==> src/rtl/pattern_det_ctrl_if.sv <==
// Host/bit-source bundle for pattern_det_ctrl: run control, configuration, serial input and status.
interface pattern_det_ctrl_if #(
    parameter int unsigned PAT_W = 8,
    parameter int unsigned CNT_W = 8,
    parameter int unsigned WIN_W = 16
);
    logic             start;
    logic             abort;
    logic [PAT_W-1:0] cfg_pat;
    logic [3:0]       cfg_len;
    logic [WIN_W-1:0] cfg_win;
    logic             din;
    logic             din_vld;
    logic             busy;
    logic             hit;
    logic             done;
    logic             err;
    logic [CNT_W-1:0] match_cnt;

    modport master (
        output start, abort, cfg_pat, cfg_len, cfg_win, din, din_vld,
        input  busy, hit, done, err, match_cnt
    );

    modport slave (
        input  start, abort, cfg_pat, cfg_len, cfg_win, din, din_vld,
        output busy, hit, done, err, match_cnt
    );
endinterface

==> src/rtl/pattern_det_ctrl.sv <==
// Run-controlled programmable serial pattern detector with saturating match count.
// Define OVERLAP_EN for overlapping detection; otherwise each match needs len fresh bits.
module pattern_det_ctrl #(
    parameter int unsigned PAT_W = 8,
    parameter int unsigned CNT_W = 8,
    parameter int unsigned WIN_W = 16
) (
    input logic              clk,
    input logic              rst,
    pattern_det_ctrl_if.slave bus
);
    localparam int unsigned FILL_W = $clog2(PAT_W + 1);

    typedef enum logic [1:0] {StIdle, StRun, StDone} state_e;

    state_e            state_q, state_d;
    logic [PAT_W-1:0]  pat_q, pat_d;
    logic [3:0]        len_q, len_d;
    logic [WIN_W-1:0]  win_q, win_d;
    logic [PAT_W-1:0]  hist_q, hist_d;
    logic [FILL_W-1:0] fill_q, fill_d;
    logic [WIN_W-1:0]  bitcnt_q, bitcnt_d;
    logic [CNT_W-1:0]  cnt_q, cnt_d;
    logic              err_q, err_d;
    logic              hit_q, hit_d;

    logic [PAT_W-1:0]  pat_mask;
    logic [PAT_W-1:0]  hist_shift;
    logic [FILL_W-1:0] fill_inc;
    logic [WIN_W-1:0]  bitcnt_inc;
    logic              is_match;
    logic              cfg_bad;

    always_comb begin
        pat_mask = '0;
        for (int unsigned i = 0; i < PAT_W; i++) begin
            pat_mask[i] = (i < 32'(len_q));
        end
    end

    // Match is judged on the post-shift history and post-increment fill.
    assign hist_shift = {hist_q[PAT_W-2:0], bus.din};
    assign fill_inc   = (32'(fill_q) >= PAT_W) ? fill_q : fill_q + FILL_W'(1);
    assign bitcnt_inc = bitcnt_q + WIN_W'(1);
    assign is_match   = (32'(fill_inc) >= 32'(len_q)) &&
                        ((hist_shift & pat_mask) == (pat_q & pat_mask));
    assign cfg_bad    = (bus.cfg_len == 4'd0) || (32'(bus.cfg_len) > PAT_W) ||
                        (bus.cfg_win == '0);

    always_comb begin
        state_d  = state_q;
        pat_d    = pat_q;
        len_d    = len_q;
        win_d    = win_q;
        hist_d   = hist_q;
        fill_d   = fill_q;
        bitcnt_d = bitcnt_q;
        cnt_d    = cnt_q;
        err_d    = err_q;
        hit_d    = 1'b0;

        unique case (state_q)
            StIdle: begin
                if (bus.start && !bus.abort) begin
                    pat_d    = bus.cfg_pat;
                    len_d    = bus.cfg_len;
                    win_d    = bus.cfg_win;
                    hist_d   = '0;
                    fill_d   = '0;
                    bitcnt_d = '0;
                    cnt_d    = '0;
                    err_d    = cfg_bad;
                    state_d  = cfg_bad ? StDone : StRun;
                end
            end
            StRun: begin
                // Abort discards any bit presented in the same cycle.
                if (bus.abort) begin
                    state_d = StIdle;
                end else if (bus.din_vld) begin
                    hist_d   = hist_shift;
                    fill_d   = fill_inc;
                    bitcnt_d = bitcnt_inc;
                    if (is_match) begin
                        hit_d = 1'b1;
                        if (cnt_q != '1) begin
                            cnt_d = cnt_q + CNT_W'(1);
                        end
`ifdef OVERLAP_EN
                        fill_d = fill_inc;
`else
                        fill_d = '0;
`endif
                    end
                    if (bitcnt_inc == win_q) begin
                        state_d = StDone;
                    end
                end
            end
            StDone: begin
                state_d = StIdle;
            end
            default: begin
                state_d = StIdle;
            end
        endcase
    end

    always_ff @(posedge clk or negedge rst) begin
        if (!rst) begin
            state_q  <= StIdle;
            pat_q    <= '0;
            len_q    <= '0;
            win_q    <= '0;
            hist_q   <= '0;
            fill_q   <= '0;
            bitcnt_q <= '0;
            cnt_q    <= '0;
            err_q    <= 1'b0;
            hit_q    <= 1'b0;
        end else begin
            state_q  <= state_d;
            pat_q    <= pat_d;
            len_q    <= len_d;
            win_q    <= win_d;
            hist_q   <= hist_d;
            fill_q   <= fill_d;
            bitcnt_q <= bitcnt_d;
            cnt_q    <= cnt_d;
            err_q    <= err_d;
            hit_q    <= hit_d;
        end
    end

    assign bus.busy      = (state_q == StRun);
    assign bus.done      = (state_q == StDone);
    assign bus.hit       = hit_q;
    assign bus.err       = err_q;
    assign bus.match_cnt = cnt_q;
endmodule

==> src/flat_wrapper.sv <==
// flat-port wrapper written by rule: the top's interface ports become plain ports
module pattern_det_ctrl_flat 
#(
    parameter int unsigned PAT_W = 8,
    parameter int unsigned CNT_W = 8,
    parameter int unsigned WIN_W = 16
)
  (clk, rst, bus_start, bus_abort, bus_cfg_pat, bus_cfg_len, bus_cfg_win, bus_din, bus_din_vld, bus_busy, bus_hit, bus_done, bus_err, bus_match_cnt);
  pattern_det_ctrl_if #(.PAT_W(PAT_W), .CNT_W(CNT_W), .WIN_W(WIN_W)) bus_i ();
  input logic clk;
  input logic rst;
  input wire logic [$bits(bus_i.start)-1:0] bus_start;
  input wire logic [$bits(bus_i.abort)-1:0] bus_abort;
  input wire logic [$bits(bus_i.cfg_pat)-1:0] bus_cfg_pat;
  input wire logic [$bits(bus_i.cfg_len)-1:0] bus_cfg_len;
  input wire logic [$bits(bus_i.cfg_win)-1:0] bus_cfg_win;
  input wire logic [$bits(bus_i.din)-1:0] bus_din;
  input wire logic [$bits(bus_i.din_vld)-1:0] bus_din_vld;
  output wire logic [$bits(bus_i.busy)-1:0] bus_busy;
  output wire logic [$bits(bus_i.hit)-1:0] bus_hit;
  output wire logic [$bits(bus_i.done)-1:0] bus_done;
  output wire logic [$bits(bus_i.err)-1:0] bus_err;
  output wire logic [$bits(bus_i.match_cnt)-1:0] bus_match_cnt;
  assign bus_i.start = bus_start;
  assign bus_i.abort = bus_abort;
  assign bus_i.cfg_pat = bus_cfg_pat;
  assign bus_i.cfg_len = bus_cfg_len;
  assign bus_i.cfg_win = bus_cfg_win;
  assign bus_i.din = bus_din;
  assign bus_i.din_vld = bus_din_vld;
  assign bus_busy = bus_i.busy;
  assign bus_hit = bus_i.hit;
  assign bus_done = bus_i.done;
  assign bus_err = bus_i.err;
  assign bus_match_cnt = bus_i.match_cnt;
  pattern_det_ctrl #(.PAT_W(PAT_W), .CNT_W(CNT_W), .WIN_W(WIN_W)) u_core (.clk(clk), .rst(rst), .bus(bus_i));
endmodule
==> config.mk <==
export PLATFORM = sky130hd
export DESIGN_NAME = pattern_det_ctrl_flat
export DESIGN_NICKNAME = d
export VERILOG_FILES = /design/src/rtl/pattern_det_ctrl_if.sv /design/src/rtl/pattern_det_ctrl.sv /design/src/flat_wrapper.sv
export SDC_FILE = /design/constraint.sdc
export NUM_CORES = 1
export LEC_CHECK = 0
export ABC_AREA = 1
export ABC_CLOCK_PERIOD_IN_PS = 2650
export BUFFER_PORTS_ARGS = -buffer_cell sky130_fd_sc_hd__buf_2
export CAP_MARGIN = 20
export CORE_MARGIN = 2
export CORE_UTILIZATION = 25
export CTS_CLUSTER_DIAMETER = 80
export DETAILED_ROUTE_END_ITERATION = 10
export SKIP_CTS_REPAIR_TIMING = 1
export SLEW_MARGIN = 20
export SYNTH_ARGS = -nofsm -noshare
export SYNTH_HDL_FRONTEND = slang
export SYNTH_SLANG_ARGS = --single-unit
==> constraint.sdc <==
create_clock -name clk -period 2.65 [get_ports clk]
set_input_delay 0.265 -clock clk [delete_from_list [all_inputs] [get_ports clk]]
set_output_delay 0.265 -clock clk [all_outputs]
set_load 0.1 [all_outputs]
**Word-level counts from Yosys, hierarchy flattened**

Cells that the tools add are included.

- Add/subtract/negate cells: 3
- Order comparisons: 11
- Equality and inequality tests: 12
- Muxes and demuxes: 29
- Bitwise gates (word level): 2
- Reduce and logical (&&, ||, !) cells: 13

Operators by type and width:

| cell | number |
|---|---|
| 16-bit two-way mux | 3 |
| 8-bit two-way mux | 5 |
| 16-bit one-hot mux with 2 select lines | 1 |
| 4-bit two-way mux | 5 |
| 16-bit by 1-bit adder with 16-bit output, second input constant | 1 |
| 8-bit AND | 2 |
| 16-bit == test | 1 |
| 16-bit logical NOT | 1 |
| 3-bit by 4-bit < comparator with 1-bit output, first input constant | 4 |
| 8-bit one-hot mux with 2 select lines | 1 |
| 7-bit two-way mux | 2 |
| 7-bit one-hot mux with 2 select lines | 1 |
| 2-bit two-way mux | 5 |
| 8-bit by 1-bit adder with 8-bit output, second input constant | 1 |
| 8-bit == test | 1 |
| 1-bit by 4-bit < comparator with 1-bit output, first input constant | 2 |
| 2-bit by 4-bit < comparator with 1-bit output, first input constant | 2 |
| 8-bit != test, second input constant | 1 |
| 4-bit one-hot mux with 2 select lines | 1 |
| 2-bit by 1-bit != test with 1-bit output, second input constant | 3 |
| 6-bit AND reduction | 1 |
| 4-bit by 1-bit adder with 4-bit output, second input constant | 1 |
| 4-bit >= comparator | 1 |
| 4-bit >= comparator, second input constant | 1 |
| 17 further kinds | 23 |

- Register bits after elaboration: 67
- Bits of input ports: 34
- Output and inout port bits: 12

**Depth between registers and ports, before layout**

- Depth in word-level cells: 8
- Depth in mapped cells: 15
- Gate-level depth less buffers: 15

**Worst setup path before layout**

No wires, ideal clock.

- Path type: register to register
- Start point: register u_core.cnt_q[0], in the netlist u_core.bus.match_cnt[0]
- End point: register u_core.cnt_q[2], in the netlist u_core.bus.match_cnt[2]
- Library setup time: 67 ps
- Data arrival time: 2236 ps
- Data required time: 2583 ps
- Slack: 346 ps
- Cell stages (with the launch flop): 8
- Buffers on the path: 0
- Clock period less this slack: 2304 ps
- Cell sequence: dfrtp_1 > ha_1 > nand3_1 > nor2_1 > nand4_1 > nand3_2 > nand2_1 > nand2_1

- Longest elaborated chain between the ends: 6
- Elaborated cells between the ends (all ways): 9
- Those cells by class: add/sub: 1; eq/ne: 2; mux: 5; reduce/logical: 1

Ends and longest elaborated chain:

| what | line | RTL |
|---|---|---|
| from (decl) | pattern_det_ctrl.sv:23 | `logic [CNT_W-1:0] cnt_q, cnt_d;` |
| from (signal assigned) | pattern_det_ctrl.sv:129 | `cnt_q <= cnt_d;` |
| 8-bit by 1-bit adder with 8-bit output | pattern_det_ctrl.sv:87 | `cnt_d = cnt_q + CNT_W'(1);` |
| 8-bit two-way mux | pattern_det_ctrl.sv:86 | `if (cnt_q != '1) begin` |
| 8-bit two-way mux | pattern_det_ctrl.sv:84 | `if (is_match) begin` |
| 8-bit two-way mux | pattern_det_ctrl.sv:80 | `end else if (bus.din_vld) begin` |
| 8-bit two-way mux | pattern_det_ctrl.sv:78 | `if (bus.abort) begin` |
| 8-bit one-hot mux with 2 select lines | pattern_det_ctrl.sv:62 | `unique case (state_q)` |

Several ways; a longest one is shown, not always the timed one. The select of a mux whose other input is x is not followed.
A chain may end at the register's enable or synchronous reset.

**Final worst setup path**

- Start point: register u_core.fill_q[0]
- End point: register u_core.cnt_q[5], in the netlist u_core.bus.match_cnt[5]

- Longest elaborated chain between the ends: 6
- Elaborated cells between the ends (all ways): 7
- Those cells by class: add/sub: 1; order compare: 2; eq/ne: 1; mux: 1; reduce/logical: 2

Ends and longest elaborated chain:

| what | line | RTL |
|---|---|---|
| from (decl) | pattern_det_ctrl.sv:21 | `logic [FILL_W-1:0] fill_q, fill_d;` |
| from (signal assigned) | pattern_det_ctrl.sv:127 | `fill_q <= fill_d;` |
| 4-bit by 1-bit adder with 4-bit output or 4-bit >= comparator (tied branches) | pattern_det_ctrl.sv:43 | `assign fill_inc = (32'(fill_q) >= PAT_W) ? fill_q : fill_q + FILL_W'(1);` |
| 4-bit two-way mux * | pattern_det_ctrl.sv:43 |  |
| 4-bit >= comparator * | pattern_det_ctrl.sv:45 | `assign is_match = (32'(fill_inc) >= 32'(len_q)) &&` |
| 1-bit logical AND * | pattern_det_ctrl.sv:45 |  |
| 2-bit by 1-bit != test with 1-bit output (no source line) * | - |  |
| 6-bit AND reduction (no source line) * | - |  |

Every way passes the cells marked *; elsewhere a longest branch is shown, timed or not.

==> results by group <==
Synthesis
  • Synth cell types: 34
  • Top-area cell type share of the netlist area: 43.5%
  • Number of synthesized flops with an enable pin: 0
  • Post-Syn Instances: 504
  • Synth Register Bits: 67
  • Post-synth top cells: nand2_1 (159), dfrtp_1 (67), inv_1 (53)
  • Synthesized net count: 546
  • Synthesized area per cell: 7.65 um2
  • Synth warn: 0
  • Seq/Total Area, Yosys: 43.5%
  • Count leader, synth: nand2_1
  • Yosys top cell by area: dfrtp_1
  • Mapped cell area: 3850 um2
  • Post-synth top flop: dfrtp_1
  • Share of synthesized registers carrying an async set or reset: 100%
  • Top cells by area, synth: dfrtp_1 (44%), nand2_1 (15%), nand3_1 (5.2%), inv_1 (5.2%), o21ai_0 (4.5%)

Setup path
  • Crit start category: flip-flop
  • WP data arrival: 2570 ps
  • CP Class: reg2reg
  • Setup crit end kind: flip-flop
  • Critical path fanouts, max: 9
  • Critical path required time: 2870 ps

Pwr
  • Design Power: 3.24 mW
  • Worst vdd ir: 0.000356 V
  • LEAKAGE: 2.15 nW
  • Power Density: 704 nW/um2

Clock tree
  • Clk Latency, worst-skew pair: 330 ps
  • H-tree level count: 3
  • Buffers from clock root to sink, at most: 2
  • Clock Tree Root: clkbuf_16
  • Clk slew on worst S/H paths: 60 ps
  • Clock sinks: 67
  • CTS tree: built
  • Total CTS buffers: 9

Drt
  • Routed WL per cell: 12.9 um
  • Routed WL: 9660 um
  • Final antenna-violating net count: 0
  • Vias per cell: 4.46
  • Drt first pass iters: 5
  • Vias: 3348
  • Initial DRC count: 196
  • DR DRC count: 0

Global routing
  • GR Util All Layers: 12.9%
  • Number of global-route vias before repair: 3296
  • Total gr overflow: 0
  • First-pass GRT wire length: 16600 um
  • Largest net degree at the start of global routing: 68
  • Initial antenna violation count: 0

Timing
  • Final Skew: 8.51 ps
  • Final min period: 2350 ps
  • Fin. Hold Viols: 0
  • Worst Tran Pin Value: 666 ps
  • Setup TNS: 0 ps
  • Slew HR: 55.2%
  • Fin. max-slew vios: 0
  • Fmax: 426 MHz
  • Setup Viol. Count Final: 0
  • RSZ-0062 raised after global routing: false
  • Tcrit/Tclk final: 88.7%

Finish
  • Area Overhead vs Synth: 19.5%
  • Inserted Diodes: 0
  • Nets@finish: 599
  • Layout cell share with drive strength beyond 1: 16.9%

Status
  • Status: completed

Floorplanning
  • Row cnt: 45
  • Die Height: 128 um
  • Total Die Area: 16400 um2
  • Top Ports: 46
  • Die X: 128 um
  • Core Area: 15100 um2
  • Starting density of the core: 25.4%

Job
  • Max-cap check violation count: 0

Place
  • RePlAce Congestion: 0.856
  • Post-DP HPWL: 7120 um
  • Port bufs: 45

Min path
  • Min-delay worst type: in2reg
sequential cells by signal, indices dropped and copies added, names as in the netlist:
name                  cells
u_core.bitcnt_q          16
u_core.bus.err            1
u_core.bus.hit            1
u_core.bus.match_cnt      8
u_core.fill_q             4
u_core.hist_q             7
u_core.len_q              4
u_core.pat_q              8
u_core.state_q            2
u_core.win_q             16
per-layer routing:
metal | global-route usage [%] | vias to the layer above | part of all wire, %
met5 | 0 | - | 0
met4 | 4.27 | 0 | 1.4
met3 | 3.17 | 9 | 3.7
met2 | 19.3 | 53 | 43
met1 | 18.3 | 1536 | 52
li1 | - | 1750 | -
report_power, final:
group	internal (mW)	switching, mW	total, mW
combinational	0.277	0.555	0.832
clock	0.632	0.447	1.08
sequential	1.19	0.140	1.33
total	2.10	1.14	3.24
cells by family (layout without fill, tap and decap cells):
family                     Yosys count  count (layout)  synth area share, %
and+or+nand+nor                    284             284                 34.4
adders and majority gates            8               8                 2.60
buffers and inverters               68             126                 6.88
xor gates and xnor gates            16              16                 3.64
DFF                                 67              67                 43.5
AOI/OAI and AO/OA                   61              61                 8.96
final timing paths:
kind | depth (start not counted) | end | from | slack [ps]
max reg2reg | 14 | u_core.bus.match_cnt[5] | u_core.fill_q[0] | 300
max | 14 | u_core.bus.match_cnt[5] | u_core.fill_q[0] | 300
max in group asynchronous | 3 | u_core.hist_q[1] | rst | 1840
min in group asynchronous | 3 | u_core.win_q[11] | rst | 470
min reg2reg | 2 | u_core.win_q[1] | u_core.win_q[1] | 480
min | 3 | u_core.pat_q[6] | bus_cfg_pat[6] | 130
critical path: stages, from the launching register on:
cell and delay, ps:
dfrtp_1 370, inv_1 80, ha_1 290, nand2_1 60
o21ai_0 100, ha_1 290, a21oi_1 60, o21bai_1 120
a21oi_1 80, nor2_1 100, nand2_1 180, nand2_4 170
nand3_2 170, nand2_1 110, nand2_1 50
stage by stage:
step                util, %  hold WS [ps]  worst slack, ps  cells  instance area, um2
detailed placement     28.6           323              248    733                4330
CTS                    30.3         -26.3              239    749                4590
global route           30.4           130             5.88    750                4610
floorplan                 -         -30.6              346    504                3850
global placement       28.6           331              321    733                4330
finish                 30.4           131              301    750                4610
cell usage in the layout, fill, tap and decap left out, types with 2 or more instances in the layout:
master,count
nor3_1,3
buf_2,45
nand3b_1,7
nand2_4,2
a21oi_1,5
nor2_1,29
nand4_1,18
xnor2_1,4
ha_1,8
o31ai_1,2
inv_1,53
xor2_1,12
nor4_1,3
inv_2,4
o21ai_0,35
buf_4,5
clkinvlp_4,3
nor2_4,6
nor2_2,8
nand2_1,159
clkbuf_1,3
clkbuf_16,9
o22ai_1,14
nand3_1,40
nand2_2,5
dfrtp_1,67
area by class of cell:
class,count,area (um2)
clock buffers,12,236
clock inverters,4,27.5
fillers,1632,10500
inverters,58,220
multi-input cells,369,1920
flip-flops and latches,67,1680
well taps,188,235
repair buffers,52,293
(Power assumes the default switching activity.)
